==> src/rtl/pulse_burst_scheduler_pkg.sv <==
// rtl/pulse_burst_scheduler_pkg.sv - shared state encoding and default sizing for the burst scheduler
package pulse_burst_scheduler_pkg;

  typedef logic [1:0] state_t;

  localparam state_t ST_IDLE = 2'd0;
  localparam state_t ST_RUN  = 2'd1;
  localparam state_t ST_GAP  = 2'd2;

  localparam int DEF_NUM_REQ    = 4;
  localparam int DEF_CNT_W      = 10;
  localparam int DEF_TMO_W      = 16;
  localparam int DEF_GAP_CYCLES = 200;
  localparam int DEF_TIMEOUT    = 1000;

endpackage

==> src/rtl/pulse_burst_scheduler_rr_arbiter.sv <==
// rtl/pulse_burst_scheduler_rr_arbiter.sv - round-robin pick over NUM_REQ requests
// The pointer only advances when the caller accepts the pick, so an unaccepted pick has no side effects.
module pulse_burst_scheduler_rr_arbiter #(
  parameter int NUM_REQ = 4,
  localparam int IDX_W = (NUM_REQ > 1) ? $clog2(NUM_REQ) : 1
) (
  input  logic               clk,
  input  logic               rst,
  input  logic [NUM_REQ-1:0] req,
  input  logic               accept,
  output logic [NUM_REQ-1:0] grant_oh,
  output logic               valid
);

  logic [IDX_W-1:0]     ptr_q;
  logic [IDX_W-1:0]     ptr_d;
  logic [IDX_W-1:0]     pick_idx;
  logic [2*NUM_REQ-1:0] rot;
  int                   pos;

  // Rotating a doubled copy puts the pointer position at bit 0, so the first set bit wins.
  always_comb begin
    rot      = {req, req} >> ptr_q;
    valid    = 1'b0;
    pick_idx = '0;
    grant_oh = '0;
    pos      = 0;
    for (int k = 0; k < NUM_REQ; k++) begin
      if (!valid && rot[k]) begin
        valid = 1'b1;
        pos   = int'(ptr_q) + k;
        if (pos >= NUM_REQ) begin
          pos = pos - NUM_REQ;
        end
        pick_idx = IDX_W'(pos);
      end
    end
    if (valid) begin
      grant_oh = NUM_REQ'(1) << pick_idx;
    end
  end

  always_comb begin
    ptr_d = ptr_q;
    if (accept && valid) begin
      if (pick_idx == IDX_W'(NUM_REQ - 1)) begin
        ptr_d = '0;
      end else begin
        ptr_d = pick_idx + IDX_W'(1);
      end
    end
  end

  always_ff @(posedge clk) begin
    if (rst) begin
      ptr_q <= '0;
    end else begin
      ptr_q <= ptr_d;
    end
  end

endmodule

==> src/rtl/pulse_burst_scheduler.sv <==
// rtl/pulse_burst_scheduler.sv - round-robin scheduler sharing one pulse-train generator between requesters
// Counts falling edges of the generator output and reports done or timeout fault per requester.
module pulse_burst_scheduler
  import pulse_burst_scheduler_pkg::*;
#(
  parameter int NUM_REQ    = DEF_NUM_REQ,
  parameter int CNT_W      = DEF_CNT_W,
  parameter int GAP_CYCLES = DEF_GAP_CYCLES,
  parameter int TIMEOUT    = DEF_TIMEOUT,
  parameter int TMO_W      = DEF_TMO_W
) (
  input  logic                     clk,
  input  logic                     rst,
  input  logic [NUM_REQ-1:0]       req,
  input  logic [NUM_REQ*CNT_W-1:0] req_num,
  output logic [NUM_REQ-1:0]       req_ack,
  output logic [NUM_REQ-1:0]       grant,
  output logic [NUM_REQ-1:0]       done,
  output logic [NUM_REQ-1:0]       fault,
  output logic                     busy,
  output logic                     pulse_en,
  output logic [CNT_W-1:0]         pulse_num,
  input  logic                     sign_in
);

  state_t             state_q, state_d;
  logic [CNT_W-1:0]   pulse_num_q, pulse_num_d;
  logic [CNT_W-1:0]   cnt_q, cnt_d;
  logic [TMO_W-1:0]   tmo_q, tmo_d;
  logic [NUM_REQ-1:0] grant_q, grant_d;
  logic [NUM_REQ-1:0] req_ack_q, req_ack_d;
  logic [NUM_REQ-1:0] done_q, done_d;
  logic [NUM_REQ-1:0] fault_q, fault_d;
  logic               pulse_en_q, pulse_en_d;
  logic               sign_prev_q, sign_prev_d;

  logic [NUM_REQ-1:0] arb_oh;
  logic               arb_valid;
  logic               arb_accept;
  logic [CNT_W-1:0]   sel_num;
  logic [CNT_W-1:0]   cnt_inc;
  logic               fall;
  logic               cnt_done;
  logic               tmo_hit;
  logic               gap_end;

  pulse_burst_scheduler_rr_arbiter #(
    .NUM_REQ (NUM_REQ)
  ) u_arb (
    .clk      (clk),
    .rst      (rst),
    .req      (req),
    .accept   (arb_accept),
    .grant_oh (arb_oh),
    .valid    (arb_valid)
  );

  always_comb begin
    sel_num = '0;
    for (int i = 0; i < NUM_REQ; i++) begin
      if (arb_oh[i]) begin
        sel_num = sel_num | req_num[i*CNT_W +: CNT_W];
      end
    end
  end

  // sign_in is already a clk-domain register in the generator, so no synchronizer here.
  assign fall     = sign_prev_q & ~sign_in;
  assign cnt_inc  = cnt_q + CNT_W'(1);
  assign cnt_done = fall && (cnt_inc == pulse_num_q);
  assign tmo_hit  = (tmo_q == TMO_W'(TIMEOUT - 1));
  assign gap_end  = (tmo_q == TMO_W'(GAP_CYCLES - 1));

  always_comb begin
    state_d     = state_q;
    pulse_num_d = pulse_num_q;
    cnt_d       = cnt_q;
    tmo_d       = tmo_q;
    grant_d     = grant_q;
    pulse_en_d  = pulse_en_q;
    req_ack_d   = '0;
    done_d      = '0;
    fault_d     = '0;
    arb_accept  = 1'b0;
    sign_prev_d = sign_in;

    case (state_q)
      ST_IDLE: begin
        if (arb_valid) begin
          arb_accept  = 1'b1;
          req_ack_d   = arb_oh;
          pulse_num_d = sel_num;
          cnt_d       = '0;
          tmo_d       = '0;
          if (sel_num != '0) begin
            state_d    = ST_RUN;
            grant_d    = arb_oh;
            pulse_en_d = 1'b1;
          end else begin
            // A zero-length burst completes immediately but still pays the gap.
            done_d  = arb_oh;
            state_d = ST_GAP;
          end
        end
      end

      ST_RUN: begin
        if (cnt_done) begin
          done_d     = grant_q;
          grant_d    = '0;
          pulse_en_d = 1'b0;
          cnt_d      = cnt_inc;
          tmo_d      = '0;
          state_d    = ST_GAP;
        end else if (fall) begin
          cnt_d = cnt_inc;
          tmo_d = '0;
        end else if (tmo_hit) begin
          fault_d    = grant_q;
          grant_d    = '0;
          pulse_en_d = 1'b0;
          tmo_d      = '0;
          state_d    = ST_GAP;
        end else begin
          tmo_d = tmo_q + TMO_W'(1);
        end
      end

      ST_GAP: begin
        if (gap_end) begin
          tmo_d   = '0;
          state_d = ST_IDLE;
        end else begin
          tmo_d = tmo_q + TMO_W'(1);
        end
      end

      default: begin
        state_d    = ST_IDLE;
        grant_d    = '0;
        pulse_en_d = 1'b0;
        tmo_d      = '0;
      end
    endcase
  end

  always_ff @(posedge clk) begin
    if (rst) begin
      state_q     <= ST_IDLE;
      pulse_num_q <= '0;
      cnt_q       <= '0;
      tmo_q       <= '0;
      grant_q     <= '0;
      req_ack_q   <= '0;
      done_q      <= '0;
      fault_q     <= '0;
      pulse_en_q  <= 1'b0;
      sign_prev_q <= 1'b0;
    end else begin
      state_q     <= state_d;
      pulse_num_q <= pulse_num_d;
      cnt_q       <= cnt_d;
      tmo_q       <= tmo_d;
      grant_q     <= grant_d;
      req_ack_q   <= req_ack_d;
      done_q      <= done_d;
      fault_q     <= fault_d;
      pulse_en_q  <= pulse_en_d;
      sign_prev_q <= sign_prev_d;
    end
  end

  assign req_ack   = req_ack_q;
  assign grant     = grant_q;
  assign done      = done_q;
  assign fault     = fault_q;
  assign busy      = (state_q != ST_IDLE);
  assign pulse_en  = pulse_en_q;
  assign pulse_num = pulse_num_q;

endmodule

==> config.mk <==
export PLATFORM = sky130hd
export DESIGN_NAME = pulse_burst_scheduler
export DESIGN_NICKNAME = d
export VERILOG_FILES = /design/src/rtl/pulse_burst_scheduler_pkg.sv /design/src/rtl/pulse_burst_scheduler_rr_arbiter.sv /design/src/rtl/pulse_burst_scheduler.sv
export SDC_FILE = /design/constraint.sdc
export NUM_CORES = 1
export LEC_CHECK = 0
export ABC_AREA = 1
export CORE_MARGIN = 2
export CORE_UTILIZATION = 40
export DETAILED_ROUTE_END_ITERATION = 10
export DONT_BUFFER_PORTS = 1
export PLACE_DENSITY_LB_ADDON = 0.12
export SYNTH_ARGS = -nofsm -noshare
export SYNTH_HDL_FRONTEND = slang
export SYNTH_SLANG_ARGS = --single-unit
==> constraint.sdc <==
create_clock -name clk -period 4.64 [get_ports clk]
set_clock_uncertainty 0.05 [all_clocks]
set_input_delay 0.928 -clock clk [delete_from_list [all_inputs] [get_ports clk]]
set_output_delay 0.928 -clock clk [all_outputs]
set_load 0.02 [all_outputs]
# After elaboration in Yosys (flattened, before gate mapping)
# Cells that the tools add are included.
[totals]
elab_cells = 120
out_inout_bits = 28
ff_bits = 58
in_bits = 47
[op_classes]
n_reduce_logical = 18
eq_ne = 12
order_cmp = 4
add_sub_neg = 10
bitwise = 10
mux = 53
shifts = 2
[ops]
columns = ["op", "n"]
rows = [
  ["2-to-1 mux 16 bit", 5],
  ["2-to-1 mux 10 bit", 7],
  ["one-hot mux 16 bit (3 select lines)", 1],
  ["2-to-1 mux 4 bit", 9],
  ["2-to-1 mux 2 bit", 15],
  ["OR 10 bit", 3],
  ["one-hot mux 10 bit (2 select lines)", 1],
  ["adder 16 x 1 -> 16 bit, second input constant", 1],
  ["equality test 16 x 10 -> 1 bit, second input constant", 1],
  ["equality test 16 x 8 -> 1 bit, second input constant", 1],
  ["one-hot mux 4 bit (3 select lines)", 1],
  ["2-to-1 mux 1 bit", 11],
  ["adder 10 x 1 -> 10 bit, second input constant", 1],
  ["equality test 10 bit", 1],
  ["nonzero test 10 bit", 1],
  [">= comparator 3 bit, second input constant", 3],
  ["!= test 3 bit, second input constant", 3],
  ["one-hot mux 4 bit (2 select lines)", 1],
  [">> shifter 8 x 2 -> 4 bit", 1],
  ["subtractor 2 x 1 -> 2 bit, second input constant", 4],
  ["adder 2 x 2 -> 3 bit, second input constant", 2],
  ["inverter 1 bit", 6],
  ["one-hot mux 2 bit (3 select lines)", 1],
  ["logical AND 1 bit", 5],
  ["19 further kinds", 24],
]

# Logic depth before layout (Yosys ltp)
[depth]
word_depth = 24
depth_mapped = 26
mapped_depth_nobuf = 23

# Modules after synthesis
# From an unflattened synthesis, not the netlist that was laid out.
[hier_totals]
hier_cells = 528
hier_area_um2 = 3528.4
[modules_own_cells]
columns = ["module", "cells_per_inst", "area_per_inst_um2", "seq_area_each_um2", "n_inst"]
rows = [
  ["pulse_burst_scheduler", 455, 3067.9, 1121.1, 1],
  ["pulse_burst_scheduler_rr_arbiter", 73, 460.4, 40.0, 1],
]

# Worst setup path before layout
# Ideal clock, no wire load.
[synth_timing]
kind = "input to register"
start = "input req[3]"
end = "register grant_q[0], in the netlist grant[0]"
setup_ns = 0.069
path_slack_ns = 1.229
n_path_buf = 1
arrival_time_ns = 3.293
path_stages = 22
required_ns = 4.521
path_cell_list = "inv_1 nand2_1 nand3_1 nand2_1 inv_2 nand2_1 or3_1 o21ai_0 inv_1 ha_1 clkbuf_1 nand2_1 inv_2 nand2_1 nand2_1 nor2_1 nand2_1 nor2_2 nand3_4 nand2_2 nand2_1 a21oi_2"
[synth_via]
elab_chain_cells = 23
elab_cells_between_ends = 31
cone_classes = "eq/ne: 2; shift: 2; mux: 16; bitwise: 3; reduce/logical: 8"
[synth_lines]
columns = ["item", "line_no", "rtl"]
rows = [
  ["from (decl)", "pulse_burst_scheduler.sv:14", "input logic [NUM_REQ-1:0] req,"],
  [">> shifter 8 x 2 -> 4 bit *", "pulse_burst_scheduler_rr_arbiter.sv:23", "rot = {req, req} >> ptr_q;"],
  ["2-to-1 mux 1 bit", "pulse_burst_scheduler_rr_arbiter.sv:29", "if (!valid && rot[k]) begin"],
  ["logical NOT 1 bit", "pulse_burst_scheduler_rr_arbiter.sv:29", ""],
  ["logical AND 1 bit", "pulse_burst_scheduler_rr_arbiter.sv:29", ""],
  ["2-to-1 mux 1 bit", "pulse_burst_scheduler_rr_arbiter.sv:29", ""],
  ["logical NOT 1 bit", "pulse_burst_scheduler_rr_arbiter.sv:29", ""],
  ["logical AND 1 bit", "pulse_burst_scheduler_rr_arbiter.sv:29", ""],
  ["2-to-1 mux 1 bit", "pulse_burst_scheduler_rr_arbiter.sv:29", ""],
  ["(+7 left out)", "n/a", ""],
  ["2-to-1 mux 10 bit", "pulse_burst_scheduler.sv:61", "if (arb_oh[i]) begin"],
  ["OR 10 bit", "pulse_burst_scheduler.sv:62", "sel_num = sel_num | req_num[i*CNT_W +: CNT_W];"],
  ["2-to-1 mux 10 bit", "pulse_burst_scheduler.sv:61", ""],
  ["OR 10 bit", "pulse_burst_scheduler.sv:62", ""],
  ["2-to-1 mux 10 bit", "pulse_burst_scheduler.sv:61", ""],
  ["nonzero test 10 bit", "pulse_burst_scheduler.sv:95", "if (sel_num != '0) begin"],
  ["!= test 2 bit (no source line)", "n/a", ""],
  ["AND reduction 5 bit (no source line)", "n/a", ""],
  ["to (signal assigned)", "pulse_burst_scheduler.sv:164", "grant_q <= grant_d;"],
  ["to (decl)", "pulse_burst_scheduler.sv:30", "logic [NUM_REQ-1:0] grant_q, grant_d;"],
]
# Mark *: on every way between the ends. The rest lies on a longest branch, timed or not. The select of a mux whose other input is x is not followed.
# A chain may end at the register's enable or synchronous reset.

# Worst setup path in the final report
[layout_timing]
start = "register u_arb.ptr_q[0]"
end = "register done_q[0], in the netlist done[0]"
[layout_via]
elab_chain_cells = 24
elab_cells_between_ends = 43
cone_classes = "add/sub: 7; order compare: 4; shift: 2; mux: 20; bitwise: 3; reduce/logical: 7"
[layout_lines]
columns = ["item", "line_no", "rtl"]
rows = [
  ["from (decl)", "pulse_burst_scheduler_rr_arbiter.sv:15", "logic [IDX_W-1:0] ptr_q;"],
  ["from (signal assigned)", "pulse_burst_scheduler_rr_arbiter.sv:58", "ptr_q <= ptr_d;"],
  ["parallel branches: the longest is 22 deep, another holds adder 2 x 1 -> 3 bit", "n/a", ""],
  ["2-to-1 mux 4 bit *", "pulse_burst_scheduler.sv:89", "if (arb_valid) begin"],
  ["one-hot mux 4 bit (2 select lines) *", "pulse_burst_scheduler.sv:87", "case (state_q)"],
  ["to (signal assigned)", "pulse_burst_scheduler.sv:166", "done_q <= done_d;"],
  ["to (decl)", "pulse_burst_scheduler.sv:32", "logic [NUM_REQ-1:0] done_q, done_d;"],
]
# Every way passes the cells marked *.

==> metrics.csv <==
stage,metric,value,unit
global_route,combined global-route utilization of all metal layers,21.02,%
clocking,H-Tree Depth,3,
setup_path,critical path endpoint,done[0]$_SDFF_PP0_,
route,Via density,5.387,
sta,Max-Slew Margin vs Limit,52.94,%
clocking,TritonCTS clock tree,built,
setup_path,startpoint of the worst register-to-register path,u_arb.ptr_q[0]$_SDFFE_PP0P_,
layout,"leading cell type in the layout, fill and taps excluded",sky130_fd_sc_hd__nand2_1,
setup_path,slack of the worst reg-to-reg path,1.21,ns
clocking,number of sinks on the clock net,58,
placed_design,last weighted congestion value of the routability-driven placer,0.8596,
die,Core Rows,33,
die,area of the core,0.008258,mm²
route,routed wirelength normalized by instance count,15.56,µm
setup_path,Worst EP required,4.86,ns
die,floorplan die area,0.009340,mm²
clocking,Clock transition at path regs,0.08,ns
die,number of placed I/O pins,75,
hold_path,min-delay worst type,reg -> reg,
yosys,post-synth net total,578,
yosys,cell taking the most area after synthesis,sky130_fd_sc_hd__dfxtp_1,
placed_design,post-detail-place hpwl,7.425,mm
route,remaining design rule violation count,0,
route,First DRT Iteration DRCs,263,
clocking,# Post-CTS Setup Buffers,0,
power_and_ir_drop,LEAKAGE,1.588,nW
yosys,post-synthesis instance area,0.003433,mm²
power_and_ir_drop,Max IR drop VDD,0.2816,mV
setup_path,"logic depth of the worst path, buffers included",22,
setup_path,library cell contributing the largest single delay on the critical path,sky130_fd_sc_hd__dfxtp_1,
clocking,hold buffer count at CTS,0,
sta,endpoints failing hold,0,
setup_path,startpoint class of the critical path,flop,
sta,post-layout min period,3.425,ns
flow_run,max-cap viol count,0,
route,vias after detailed routing,3372,
global_route,maximum number of pins on one net before global-route repair,37,
placed_design,placed standard-cell area,0.003470,mm²
setup_path,Critical Setup Path Class,reg -> reg,
power_and_ir_drop,Pwr Density,777.4,mW/mm²
setup_path,library cell appearing most often on the critical path,sky130_fd_sc_hd__nand2_1,
sta,period utilisation layout,73.82,%
run_status,status,completed,
global_route,number of global-route vias before repair,3224,
clocking,post-cts gate resize count,0,
yosys,Area contributors post-synth,"sky130_fd_sc_hd__dfxtp_1, sky130_fd_sc_hd__nand2_1, sky130_fd_sc_hd__nand3_1",
layout,"leading cell types in the layout, fill and taps excluded","sky130_fd_sc_hd__nand2_1, sky130_fd_sc_hd__inv_1, sky130_fd_sc_hd__nand3_1, sky130_fd_sc_hd__dfxtp_1, sky130_fd_sc_hd__nor2_1",
sta,Fin Hold WS,0.4267,ns
sta,total count of max-transition violations in the final report,0,
sta,RSZ-0062 raised after global routing,false,
yosys,proportion of netlist area held by the largest area contributor,33.82,%
hold_path,worst hold path cell count,2,
setup_path,Critical Path AT,3.65,ns
yosys,register bit count reported by yosys,58,
setup_path,worst reg2reg path depth,22,
clocking,clock tree buffer depth,2,
layout,fin nets,572,
layout,fraction of final layout cells with drive strength greater than 1,7.486,%
layout,final standard cell area without fillers,0.003719,mm²
clocking,Clock Root Buffer,sky130_fd_sc_hd__clkbuf_8,
route,antenna-violating nets left,0,
setup_path,cell type group with the largest total delay on the critical path,simple AND/OR/NAND/NOR gates,
yosys,Mapped Avg Cell Area,6.577,µm²
die,initial cell density of the core,41.58,%
global_route,wire length of the first global-routing pass,16.04,mm
clocking,number of buffers created by CTS,9,
sta,Slew @ Worst Pin,0.7051,ns
die,die outline height,96.65,µm
die,Horiz. Die Dim,96.65,µm
yosys,number of distinct standard cells referenced by the synthesized netlist,34,
sta,final number of setup-violating endpoints,0,
hold_path,Hold Path Origin,cnt_q[4]$_SDFFE_PP0P_,
setup_path,"Max FO, Critical Path",9,
global_route,number of antenna violations at the first check in global routing,0,
setup_path,cell-by-cell trace of the critical path,inv_4 > nand2_2 > nand2_1 > nand2_1 > nand2_1 > inv_2 > nand2_1 > or3_1 > o21ai_0 > inv_1 > ha_1 > nand2_1 > inv_2 > nand2_1 > nand2_1 > nor2_1 > nand2_1 > nor2_2 > nand3_4 > inv_2 > nand2_1 > a21oi_1,
sta,Final TNS setup,0,ns
clocking,clock latency at the later pin of the worst-skew pair,0.34,ns
setup_path,origin of the worst setup path,u_arb.ptr_q[0]$_SDFFE_PP0P_,
route,routed wire length,9.741,mm
layout,"Area growth, synth to finish",8.309,%
route,number of iterations in the first detailed-routing pass,5,
layout,n_diodes,0,
sta,Peak Freq,291.9,MHz
setup_path,worst path bufs/invs,5,
placed_design,count of input and output buffers,0,
setup_path,R2R Path End,done[0]$_SDFF_PP0_,
setup_path,CP Capture Type,flop,
yosys,Syn. warnings,0,
yosys,"Seq/Total Area, Yosys",33.82,%
setup_path,Worst path max stage delay,0.54,ns
yosys,post-synthesis cell count,522,
global_route,total congestion overflow,0,
## how the worst min path moves through the flow
stage	to	slack, ns
floorplan	cnt_q[4]$_SDFFE_PP0P_	0.40
global placement	cnt_q[4]$_SDFFE_PP0P_	0.41
detailed placement	cnt_q[6]$_SDFFE_PP0P_	0.42
CTS	cnt_q[6]$_SDFFE_PP0P_	0.43
global route	cnt_q[4]$_SDFFE_PP0P_	0.45
finish	cnt_q[4]$_SDFFE_PP0P_	0.43
## flip-flops by register name, summed over array words and instances (netlist names)
name / flops
grant: 4
req_ack: 4
pulse_en: 1
cnt_q: 10
state_q: 2
tmo_q: 16
u_arb.ptr_q: 2
fault: 4
sign_prev_q: 1
done: 4
pulse_num: 10
## per-layer routing
| metal | track usage [%] | vias to the layer above | share of wire, % |
|---|---|---|---|
| li1 | - | 1720 | - |
| met1 | 27.09 | 1530 | 45 |
| met2 | 33.55 | 107 | 47 |
| met3 | 5.925 | 15 | 6.4 |
| met4 | 7.692 | 0 | 1.7 |
| met5 | 0 | - | 0 |
## area by class of cell
class	instances	area, µm²
Sequential cell	58	1161
Clock inverter	7	125.1
Clock buffer	9	123.9
Timing Repair Buffer	1	7.507
Fill cell	885	4539
Tap cell	105	131.4
Inverter	69	261.5
Multi-Input combinational cell	377	1908
## power breakdown
| group | total (W) | leakage (nW) | internal [W] | switching [W] |
|---|---|---|---|---|
| sequential | 0.000835 | 0.474 | 0.000626 | 0.000209 |
| combinational | 0.00146 | 0.990 | 0.000462 | 0.000998 |
| clock | 0.000595 | 0.124 | 0.000362 | 0.000233 |
| total | 0.00289 | 1.59 | 0.00145 | 0.00144 |
## cells by family (layout without fill, tap and decap cells)
group	count (synthesis)	in the layout	share of synthesized area (%)
xor+xnor	6	6	1.531
flops	58	58	33.82
compound gates	96	96	16.07
simple gates	266	266	34.69
buf+inv	87	86	10.60
fa+ha+maj	9	9	3.280
## cells in the mapped netlist
cell,instances
sky130_fd_sc_hd__nand2_1,115
sky130_fd_sc_hd__inv_1,64
sky130_fd_sc_hd__nand3_1,61
sky130_fd_sc_hd__dfxtp_1,58
sky130_fd_sc_hd__nor2_1,52
sky130_fd_sc_hd__a21oi_1,36
sky130_fd_sc_hd__o21ai_0,27
sky130_fd_sc_hd__nand4_1,12
sky130_fd_sc_hd__a211oi_1,11
sky130_fd_sc_hd__ha_1,9
sky130_fd_sc_hd__clkbuf_1,8
sky130_fd_sc_hd__a31oi_1,7
sky130_fd_sc_hd__nand2_2,7
sky130_fd_sc_hd__nor3_1,6
sky130_fd_sc_hd__a21oi_2,4
sky130_fd_sc_hd__buf_2,4
sky130_fd_sc_hd__buf_6,4
sky130_fd_sc_hd__inv_2,4
sky130_fd_sc_hd__nor4_1,4
sky130_fd_sc_hd__xor2_1,4
sky130_fd_sc_hd__o21ai_1,3
sky130_fd_sc_hd__o31ai_1,3
sky130_fd_sc_hd__buf_1,2
sky130_fd_sc_hd__nor2_2,2
sky130_fd_sc_hd__nor3b_1,2
sky130_fd_sc_hd__o211ai_1,2
sky130_fd_sc_hd__o21a_1,2
sky130_fd_sc_hd__or2_2,2
sky130_fd_sc_hd__xnor2_1,2
sky130_fd_sc_hd__inv_4,1
sky130_fd_sc_hd__nand3_4,1
sky130_fd_sc_hd__nand4_4,1
sky130_fd_sc_hd__o21bai_1,1
sky130_fd_sc_hd__or3_1,1
## through the flow
stage | total power [W] | setup slack (ns) | instances | util [%]
after floorplan | 0.001989 | 1.229 | 522 | -
after global placement | 0.002282 | 0.9765 | 610 | 42.02
after detailed placement | 0.002307 | 0.8764 | 610 | 42.02
after CTS | 0.002907 | 1.190 | 626 | 45.03
after global routing | 0.003173 | 0.7462 | 626 | 45.03
final | 0.002891 | 1.215 | 626 | 45.03
## worst register-to-register path, stage by stage (launching register included)
cell,delay [ns]
sky130_fd_sc_hd__dfxtp_1,0.54
sky130_fd_sc_hd__inv_4,0.11
sky130_fd_sc_hd__nand2_2,0.08
sky130_fd_sc_hd__nand2_1,0.05
sky130_fd_sc_hd__nand2_1,0.05
sky130_fd_sc_hd__nand2_1,0.08
sky130_fd_sc_hd__inv_2,0.10
sky130_fd_sc_hd__nand2_1,0.08
sky130_fd_sc_hd__or3_1,0.30
sky130_fd_sc_hd__o21ai_0,0.30
sky130_fd_sc_hd__inv_1,0.11
sky130_fd_sc_hd__ha_1,0.31
sky130_fd_sc_hd__nand2_1,0.19
sky130_fd_sc_hd__inv_2,0.08
sky130_fd_sc_hd__nand2_1,0.06
sky130_fd_sc_hd__nand2_1,0.04
sky130_fd_sc_hd__nor2_1,0.12
sky130_fd_sc_hd__nand2_1,0.08
sky130_fd_sc_hd__nor2_2,0.18
sky130_fd_sc_hd__nand3_4,0.14
sky130_fd_sc_hd__inv_2,0.11
sky130_fd_sc_hd__nand2_1,0.08
sky130_fd_sc_hd__a21oi_1,0.14
Note: power is estimated with default switching activity, not from simulation.
